**src/rtl/muldiv_unit_if.sv**
```systemverilog
// muldiv_unit_if - request/response bundle between the core and muldiv_unit.
//   master (core side) : drives start, funct3, op_a, op_b; observes busy, done, result, err
//   slave  (unit side) : the reverse
//   start   request, only looked at while the unit is idle
//   funct3  RV32M operation select
//   op_a    rs1 operand
//   op_b    rs2 operand
//   busy    an operation is in flight (core stalls)
//   done    one-cycle completion pulse
//   result  result word, held until the next completion
//   err     raised with done when the operation is not built in
interface muldiv_unit_if #(
  parameter int unsigned WIDTH = 32
);
  logic             start;
  logic [2:0]       funct3;
  logic [WIDTH-1:0] op_a;
  logic [WIDTH-1:0] op_b;
  logic             busy;
  logic             done;
  logic [WIDTH-1:0] result;
  logic             err;

  modport master (
    output start, funct3, op_a, op_b,
    input  busy, done, result, err
  );

  modport slave (
    input  start, funct3, op_a, op_b,
    output busy, done, result, err
  );
endinterface

```
**src/rtl/muldiv_unit.sv**
```systemverilog
// muldiv_unit - iterative RV32M multiply/divide unit.
//   Multiply: shift-add on operand magnitudes, one bit per cycle, 2*WIDTH product.
//   Divide:   restoring division, one quotient bit per cycle, WIDTH+1 bit remainder.
//   Sign correction and high/low word selection happen in a final FIX cycle.
//   Division by zero and signed overflow bypass the iteration (fast path).
// Ports:
//   clk    rising-edge clock
//   rst_n  synchronous active-low reset; aborts any operation in flight
//   bus    muldiv_unit_if slave modport (start/funct3/op_a/op_b in,
//          busy/done/result/err out)
// Configuration:
//   MULDIV_DIV_EN  defined   : all eight funct3 operations, err tied low
//                  undefined : divider removed; funct3[2]=1 completes one
//                              cycle later with done=1, err=1, result=0
module muldiv_unit #(
  parameter int unsigned WIDTH = 32
) (
  input logic          clk,
  input logic          rst_n,
  muldiv_unit_if.slave bus
);

  localparam int unsigned CW = $clog2(WIDTH);

  typedef enum logic [1:0] {
    S_IDLE,
    S_CALC,
    S_FIX
  } state_t;

  state_t             r_state;
  state_t             w_state_nxt;
  logic               w_accept;

  logic [2:0]         r_funct3;
  // r_a holds |op_a|; for divides it is also the dividend/quotient shift register.
  logic [WIDTH-1:0]   r_a;
  logic [WIDTH-1:0]   r_b;
  // Product accumulator; for divides the low WIDTH+1 bits hold the partial remainder.
  logic [2*WIDTH-1:0] r_acc;
  logic [CW-1:0]      r_cnt;
  logic               r_neg;
  logic               r_fast;
  logic [WIDTH-1:0]   r_fast_res;

  logic [WIDTH-1:0]   r_result;
  logic               r_done;

  // ---------------------------------------------------------------------------
  // Operand decode in IDLE
  // ---------------------------------------------------------------------------
  logic               w_a_signed;
  logic               w_b_signed;
  logic               w_sa;
  logic               w_sb;
  logic [WIDTH-1:0]   w_abs_a;
  logic [WIDTH-1:0]   w_abs_b;
  logic               w_neg;
  logic               w_fast;
  logic [WIDTH-1:0]   w_fast_res;

  always_comb begin
    // MUL/MULH/MULHSU/DIV/REM treat rs1 as signed; MUL/MULH/DIV/REM also rs2.
    w_a_signed = bus.funct3[2] ? ~bus.funct3[0] : (bus.funct3[1:0] != 2'b11);
    w_b_signed = bus.funct3[2] ? ~bus.funct3[0] : ~bus.funct3[1];
    w_sa       = w_a_signed & bus.op_a[WIDTH-1];
    w_sb       = w_b_signed & bus.op_b[WIDTH-1];
    w_abs_a    = w_sa ? (-bus.op_a) : bus.op_a;
    w_abs_b    = w_sb ? (-bus.op_b) : bus.op_b;
    // Remainder follows the dividend; product and quotient follow the sign XOR.
    w_neg      = (bus.funct3[2] & bus.funct3[1]) ? w_sa : (w_sa ^ w_sb);
  end

`ifdef MULDIV_DIV_EN
  localparam logic [WIDTH-1:0] MOST_NEG = {1'b1, {(WIDTH-1){1'b0}}};

  logic w_b_zero;
  logic w_ovf;

  always_comb begin
    w_b_zero   = (bus.op_b == '0);
    w_ovf      = bus.funct3[2] & ~bus.funct3[0] & (bus.op_a == MOST_NEG) & (bus.op_b == '1);
    w_fast     = bus.funct3[2] & (w_b_zero | w_ovf);
    w_fast_res = '0;
    if (w_b_zero)
      w_fast_res = bus.funct3[1] ? bus.op_a : '1;
    else if (w_ovf)
      w_fast_res = bus.funct3[1] ? '0 : bus.op_a;
  end
`else
  always_comb begin
    w_fast     = bus.funct3[2];
    w_fast_res = '0;
  end
`endif

  // ---------------------------------------------------------------------------
  // State machine
  // ---------------------------------------------------------------------------
  always_ff @(posedge clk) begin
    if (!rst_n)
      r_state <= S_IDLE;
    else
      r_state <= w_state_nxt;
  end

  // Fast-path operations also pass through FIX (with r_fast set) so they
  // complete one edge after acceptance, but they never raise busy.
  always_comb begin
    w_state_nxt = r_state;
    w_accept    = 1'b0;
    unique case (r_state)
      S_IDLE: begin
        if (bus.start) begin
          w_accept    = 1'b1;
          w_state_nxt = w_fast ? S_FIX : S_CALC;
        end
      end
      S_CALC: begin
        if (r_cnt == CW'(WIDTH - 1))
          w_state_nxt = S_FIX;
      end
      S_FIX:   w_state_nxt = S_IDLE;
      default: w_state_nxt = S_IDLE;
    endcase
  end

  // ---------------------------------------------------------------------------
  // Iteration datapath
  // ---------------------------------------------------------------------------
  logic [WIDTH:0]     w_sum;
  logic [2*WIDTH-1:0] w_mul_acc;

  always_comb begin
    w_sum     = {1'b0, r_acc[2*WIDTH-1:WIDTH]} + (r_b[0] ? {1'b0, r_a} : '0);
    // Carry-out joins the shift so the accumulator never overflows.
    w_mul_acc = {w_sum, r_acc[WIDTH-1:1]};
  end

`ifdef MULDIV_DIV_EN
  logic [WIDTH:0]   w_shift;
  logic [WIDTH+1:0] w_diff;
  logic             w_fits;
  logic [WIDTH:0]   w_rem_nxt;
  logic [WIDTH-1:0] w_quo_nxt;

  always_comb begin
    w_shift   = {r_acc[WIDTH-1:0], r_a[WIDTH-1]};
    w_diff    = {1'b0, w_shift} - {2'b00, r_b};
    w_fits    = ~w_diff[WIDTH+1];
    w_rem_nxt = w_fits ? w_diff[WIDTH:0] : w_shift;
    w_quo_nxt = {r_a[WIDTH-2:0], w_fits};
  end
`endif

  // ---------------------------------------------------------------------------
  // Sign correction and word selection
  // ---------------------------------------------------------------------------
  logic [2*WIDTH-1:0] w_prod;
  logic [WIDTH-1:0]   w_mul_res;
  logic [WIDTH-1:0]   w_fix_res;

`ifdef MULDIV_DIV_EN
  logic [WIDTH-1:0]   w_quo;
  logic [WIDTH-1:0]   w_rem;
  logic [WIDTH-1:0]   w_div_res;
`endif

  always_comb begin
    w_prod    = r_neg ? (-r_acc) : r_acc;
    w_mul_res = (r_funct3[1:0] == 2'b00) ? w_prod[WIDTH-1:0] : w_prod[2*WIDTH-1:WIDTH];
`ifdef MULDIV_DIV_EN
    w_quo     = r_neg ? (-r_a) : r_a;
    w_rem     = r_neg ? (-r_acc[WIDTH-1:0]) : r_acc[WIDTH-1:0];
    w_div_res = r_funct3[1] ? w_rem : w_quo;
    w_fix_res = r_fast ? r_fast_res : (r_funct3[2] ? w_div_res : w_mul_res);
`else
    w_fix_res = r_fast ? r_fast_res : w_mul_res;
`endif
  end

  // ---------------------------------------------------------------------------
  // Registers
  // ---------------------------------------------------------------------------
  always_ff @(posedge clk) begin
    if (!rst_n) begin
      r_funct3   <= '0;
      r_a        <= '0;
      r_b        <= '0;
      r_acc      <= '0;
      r_cnt      <= '0;
      r_neg      <= 1'b0;
      r_fast     <= 1'b0;
      r_fast_res <= '0;
      r_result   <= '0;
      r_done     <= 1'b0;
    end else begin
      r_done <= 1'b0;
      if (w_accept) begin
        r_funct3   <= bus.funct3;
        r_a        <= w_abs_a;
        r_b        <= w_abs_b;
        r_acc      <= '0;
        r_cnt      <= '0;
        r_neg      <= w_neg;
        r_fast     <= w_fast;
        r_fast_res <= w_fast_res;
      end else if (r_state == S_CALC) begin
        r_cnt <= r_cnt + CW'(1);
`ifdef MULDIV_DIV_EN
        if (r_funct3[2]) begin
          r_acc <= {{(WIDTH-1){1'b0}}, w_rem_nxt};
          r_a   <= w_quo_nxt;
        end else begin
          r_acc <= w_mul_acc;
          r_b   <= {1'b0, r_b[WIDTH-1:1]};
        end
`else
        r_acc <= w_mul_acc;
        r_b   <= {1'b0, r_b[WIDTH-1:1]};
`endif
      end else if (r_state == S_FIX) begin
        r_result <= w_fix_res;
        r_done   <= 1'b1;
      end
    end
  end

`ifdef MULDIV_DIV_EN
  assign bus.err = 1'b0;
`else
  logic r_err;

  always_ff @(posedge clk) begin
    if (!rst_n)
      r_err <= 1'b0;
    else if (r_state == S_FIX)
      r_err <= r_funct3[2];
  end

  assign bus.err = r_err;
`endif

  assign bus.busy   = (r_state == S_CALC) || ((r_state == S_FIX) && !r_fast);
  assign bus.done   = r_done;
  assign bus.result = r_result;

endmodule

```
**src/flat_wrapper.sv**
```systemverilog
// flat-port wrapper written by rule: the top's interface ports become plain ports
module muldiv_unit_flat 
#(
  parameter int unsigned WIDTH = 32
)
  (clk, rst_n, bus_start, bus_funct3, bus_op_a, bus_op_b, bus_busy, bus_done, bus_result, bus_err);
  muldiv_unit_if #(.WIDTH(WIDTH)) bus_i ();
  input logic clk;
  input logic rst_n;
  input wire logic [$bits(bus_i.start)-1:0] bus_start;
  input wire logic [$bits(bus_i.funct3)-1:0] bus_funct3;
  input wire logic [$bits(bus_i.op_a)-1:0] bus_op_a;
  input wire logic [$bits(bus_i.op_b)-1:0] bus_op_b;
  output wire logic [$bits(bus_i.busy)-1:0] bus_busy;
  output wire logic [$bits(bus_i.done)-1:0] bus_done;
  output wire logic [$bits(bus_i.result)-1:0] bus_result;
  output wire logic [$bits(bus_i.err)-1:0] bus_err;
  assign bus_i.start = bus_start;
  assign bus_i.funct3 = bus_funct3;
  assign bus_i.op_a = bus_op_a;
  assign bus_i.op_b = bus_op_b;
  assign bus_busy = bus_i.busy;
  assign bus_done = bus_i.done;
  assign bus_result = bus_i.result;
  assign bus_err = bus_i.err;
  muldiv_unit #(.WIDTH(WIDTH)) u_core (.clk(clk), .rst_n(rst_n), .bus(bus_i));
endmodule
```
**config.mk**
```make
export PLATFORM = sky130hd
export DESIGN_NAME = muldiv_unit_flat
export DESIGN_NICKNAME = d
export VERILOG_FILES = /design/src/rtl/muldiv_unit_if.sv /design/src/rtl/muldiv_unit.sv /design/src/flat_wrapper.sv
export SDC_FILE = /design/constraint.sdc
export NUM_CORES = 1
export LEC_CHECK = 0
export ABC_AREA = 0
export BUFFER_PORTS_ARGS = -buffer_cell sky130_fd_sc_hd__buf_2
export CAP_MARGIN = 10
export CORE_MARGIN = 2
export CORE_UTILIZATION = 34
export CTS_BUF_LIST = sky130_fd_sc_hd__clkbuf_4
export DETAILED_ROUTE_END_ITERATION = 16
export PLACE_DENSITY_LB_ADDON = 0.12
export SYNTH_ARGS = -nofsm -noshare
export SYNTH_HDL_FRONTEND = slang
export SYNTH_SLANG_ARGS = --single-unit
```
**constraint.sdc**
```tcl
create_clock -name clk -period 3.6 [get_ports clk]
set_input_delay 0.36 -clock clk [delete_from_list [all_inputs] [get_ports clk]]
set_output_delay 0.36 -clock clk [all_outputs]
set_load 0.1 [all_outputs]
```
==> flow_summary.json <==
{
  "most-common-layout-cells": "241 x nand2_1, 172 x dfxtp_1, 138 x nor2_1",
  "via_per_inst": 5.325,
  "maxCapViolCount": 0,
  "vdd_drop_max_mv": 0.2305,
  "antenna_found_initial": 1,
  "synthToLayoutAreaGrowth_pct": 12.20,
  "numCtsBuffers": 17,
  "synth-compound-area-share_pct": 23.52,
  "die_area_um2": 34260,
  "die_h_um": 185.1,
  "yosys_register_bits": 173,
  "hold_violations": 0,
  "fin_area_um2": 12510,
  "r2r-start": "u_core.r_b[0]",
  "post_dp_cell_area_um2": 12160,
  "drv_slew": 0,
  "grt_pass1_vias": 9876,
  "start_util_pct": 34.36,
  "synth_warnings": 0,
  "leakagePower_nw": 4.978,
  "tns_ns": 0,
  "ys.flop_type": "dfxtp_1",
  "synth_top_family_by_area": "simple AND/OR/NAND/NOR gates",
  "wl_per_cell_um": 16.95,
  "final_common_cell": "nand2_1",
  "yosys.area_share.xor_xnor_pct": 9.817,
  "rows": 66,
  "yosys.area_share.adder_pct": 4.331,
  "crit_chain": "dlygate4sd3_1 > buf_2 > inv_1 > ha_1 > or4b_1 > or4_4 > or3_1 > or4_1 > nor3_1 > nor2_1 > xnor2_1 > o21ai_0",
  "synthMuxAreaShare_pct": 1.829,
  "worst_pin_slew_ns": 0.8058,
  "synth_edf_count": 0,
  "synthCells": 1489,
  "critPathRequiredTime_ns": 4.11,
  "pin_count": 105,
  "crit_path_max_incr_delay_ns": 0.54,
  "nFillCells": 3507,
  "rsz0062_at_grt": "no",
  "cts_tree": "yes",
  "async_flop_share_pct": 0,
  "ff2ff_path_depth": 11,
  "first_iter_violations": 617,
  "vias": 10700,
  "critPathSlowestCell": "or4_4",
  "report.final.setup_viol": 0,
  "overflow": 0,
  "timing.final.crit_share_pct": 90.26,
  "critPathKind": "in2reg",
  "min_path_cells": 3,
  "pwr_density_cell_nw_per_um2": 325.9,
  "cts.sinks": 173,
  "min-delay-start": "bus_op_a[0]",
  "hold_path.class": "in2reg",
  "fin_skew_ns": 0.03733,
  "drt_pass1_iterations": 6,
  "antenna_left": 0,
  "drt_wl_total_um": 34070,
  "dp_hpwl_um": 25510,
  "critPathTopFamily": "simple AND/OR/NAND/NOR gates",
  "status": "complete, no violations",
  "numPortBuffers": 104,
  "critPathBufInv": 3,
  "r2r-end": "u_core.r_acc[51]",
  "arrival_ns": 3.76,
  "synth_area_um2": 11150,
  "crit_path_max_fanout": 5,
  "core_um2": 32450,
  "h-tree-depth": 4,
  "synth_nets": 1597,
  "pre_cts_slack_ns": 0.2303,
  "final_nets": 1662,
  "place_congestion": 0.8626,
  "drt_drc_violations_left": 0,
  "max_slew_margin_pct": 46.28,
  "setup_ws_ns": 0.3505,
  "clkTransAtPathRegs_ns": 0.18,
  "fin_util_pct": 38.55,
  "cp-end-kind": "flop",
  "reg2reg_slack_ns": 0.45,
  "grt_pass1_wl_um": 54230,
  "synthSimpleGateAreaFrac_pct": 25.75,
  "drive_gt1_share_pct": 12.38,
  "postCtsSetupBuffers": 0,
  "min_period_ns": 3.249,
  "ys_seq_area_share_pct": 31.06,
  "clock_latency_ns": 0.63,
  "avgSynthCellArea_um2": 7.490,
  "clock_path_buffers": 2,
  "grt_start_max_net_pins": 81,
  "ys_types": 71,
  "max_freq_mhz": 307.7,
  "dieWidth_um": 185.1,
  "grt.total_usage_pct": 20.02,
  "cts_root_buffer": "clkbuf_4",
  "hold_end": "u_core.r_a[0]",
  "worstSetupStartpointType": "input pin"
}
## sequential cells by signal, indices dropped and copies added (netlist names)
signal,flops
u_core.r_acc,64
u_core.bus.done,1
u_core.r_funct3,2
u_core.bus.err,1
u_core.r_state,2
u_core.r_b,32
u_core.r_cnt,5
u_core.r_neg,1
u_core.bus.result,32
u_core.r_fast,1
u_core.r_a,32
## power breakdown
group / internal (mW) / switching [mW]
clock: 0.384 / 0.833
sequential: 2.00 / 0.0628
combinational: 0.269 / 0.524
## how the worst max path moves through the flow
| stage | startpoint | end | cells after the start |
|---|---|---|---|
| 6_report | bus_op_a[1] | u_core.r_a[28] | 12 |
| 5_1_grt | u_core.r_b[0] | u_core.r_acc[59] | 11 |
| 4_1_cts | bus_op_a[1] | u_core.r_a[28] | 12 |
| 3_5_place_dp | bus_op_a[0] | u_core.r_a[28] | 11 |
| 3_3_place_gp | bus_op_a[0] | u_core.r_a[28] | 11 |
| 2_1_floorplan | u_core.r_state[0] | bus_busy | 3 |
## layer usage
layer  global-route usage, %  part of all wire, %
met3                   2.458                  3.7
met1                   29.37                   51
met5                       0                    0
met2                   30.85                   43
met4                   5.206                  1.5
## cell usage after synthesis, types with 7 or more instances
cell type / instances / area [µm²]
a22oi_1: 17 / 127.6
dfxtp_1: 173 / 3463
o31ai_1: 29 / 217.7
nor3_1: 34 / 170.2
nor2_1: 139 / 521.8
and2_1: 38 / 237.7
a311oi_1: 16 / 140.1
a31oi_1: 13 / 81.33
nor4_1: 17 / 106.4
nand3_1: 34 / 170.2
nand2_1: 243 / 912.1
mux2i_1: 17 / 170.2
a211oi_1: 31 / 232.7
o21ai_0: 95 / 475.5
or4_1: 14 / 105.1
xnor2_1: 48 / 420.4
nand2b_1: 14 / 87.58
a21o_1: 16 / 120.1
clkbuf_1: 85 / 319.1
buf_1: 7 / 26.28
a21oi_1: 135 / 675.7
xor2_1: 77 / 674.4
inv_1: 14 / 52.55
o211ai_1: 11 / 82.58
or3_1: 18 / 112.6
nand4_1: 13 / 81.33
ha_1: 37 / 462.9
## worst reg2reg max path, cell delays in order (launching register included)
cell and delay, ns:
dfxtp_1 0.35, buf_4 0.20, and2_1 0.22, fa_1 0.43
a21o_1 0.21, a221o_1 0.36, o211ai_1 0.29, and2_1 0.25
nor3_1 0.07, a2111oi_0 0.41, xor2_1 0.20, o21ai_0 0.08
## cell families after synthesis
family,count (synthesis)
simple gates,608
compound gates,416
flops,173
xor+xnor,125
buf+inv,109
fa+ha+maj,38
mux,20
## area by class of cell
cell class	count	area [µm²]	area share, %
tap	442	553.0	4.420
multi-input combinational	1207	7295	58.30
antenna	1	2.502	0.02000
timing repair buffer	139	835.8	6.680
sequential	173	3465	27.69
inverter	16	60.06	0.4800
clock inverter	15	173.9	1.390
clock buffer	17	127.6	1.020
## repair_timing
action / in CTS / in global routing
hold buffers: 5 / 0
hold endpoints to repair: 5 / 0
resized for setup: 0 / 0
## through the flow
stage | instances | total power [mW] | hold slack, ns
after detailed placement | 1972 | 2.901 | 0.4255
after floorplan | 1489 | 2.618 | 0.4167
after global placement | 1972 | 2.897 | 0.4238
final | 2010 | 4.078 | 0.04637
after CTS | 2009 | 4.135 | 0.0007621
after global routing | 2010 | 4.305 | 0.01013
Note: power is estimated with default switching activity, not from simulation.
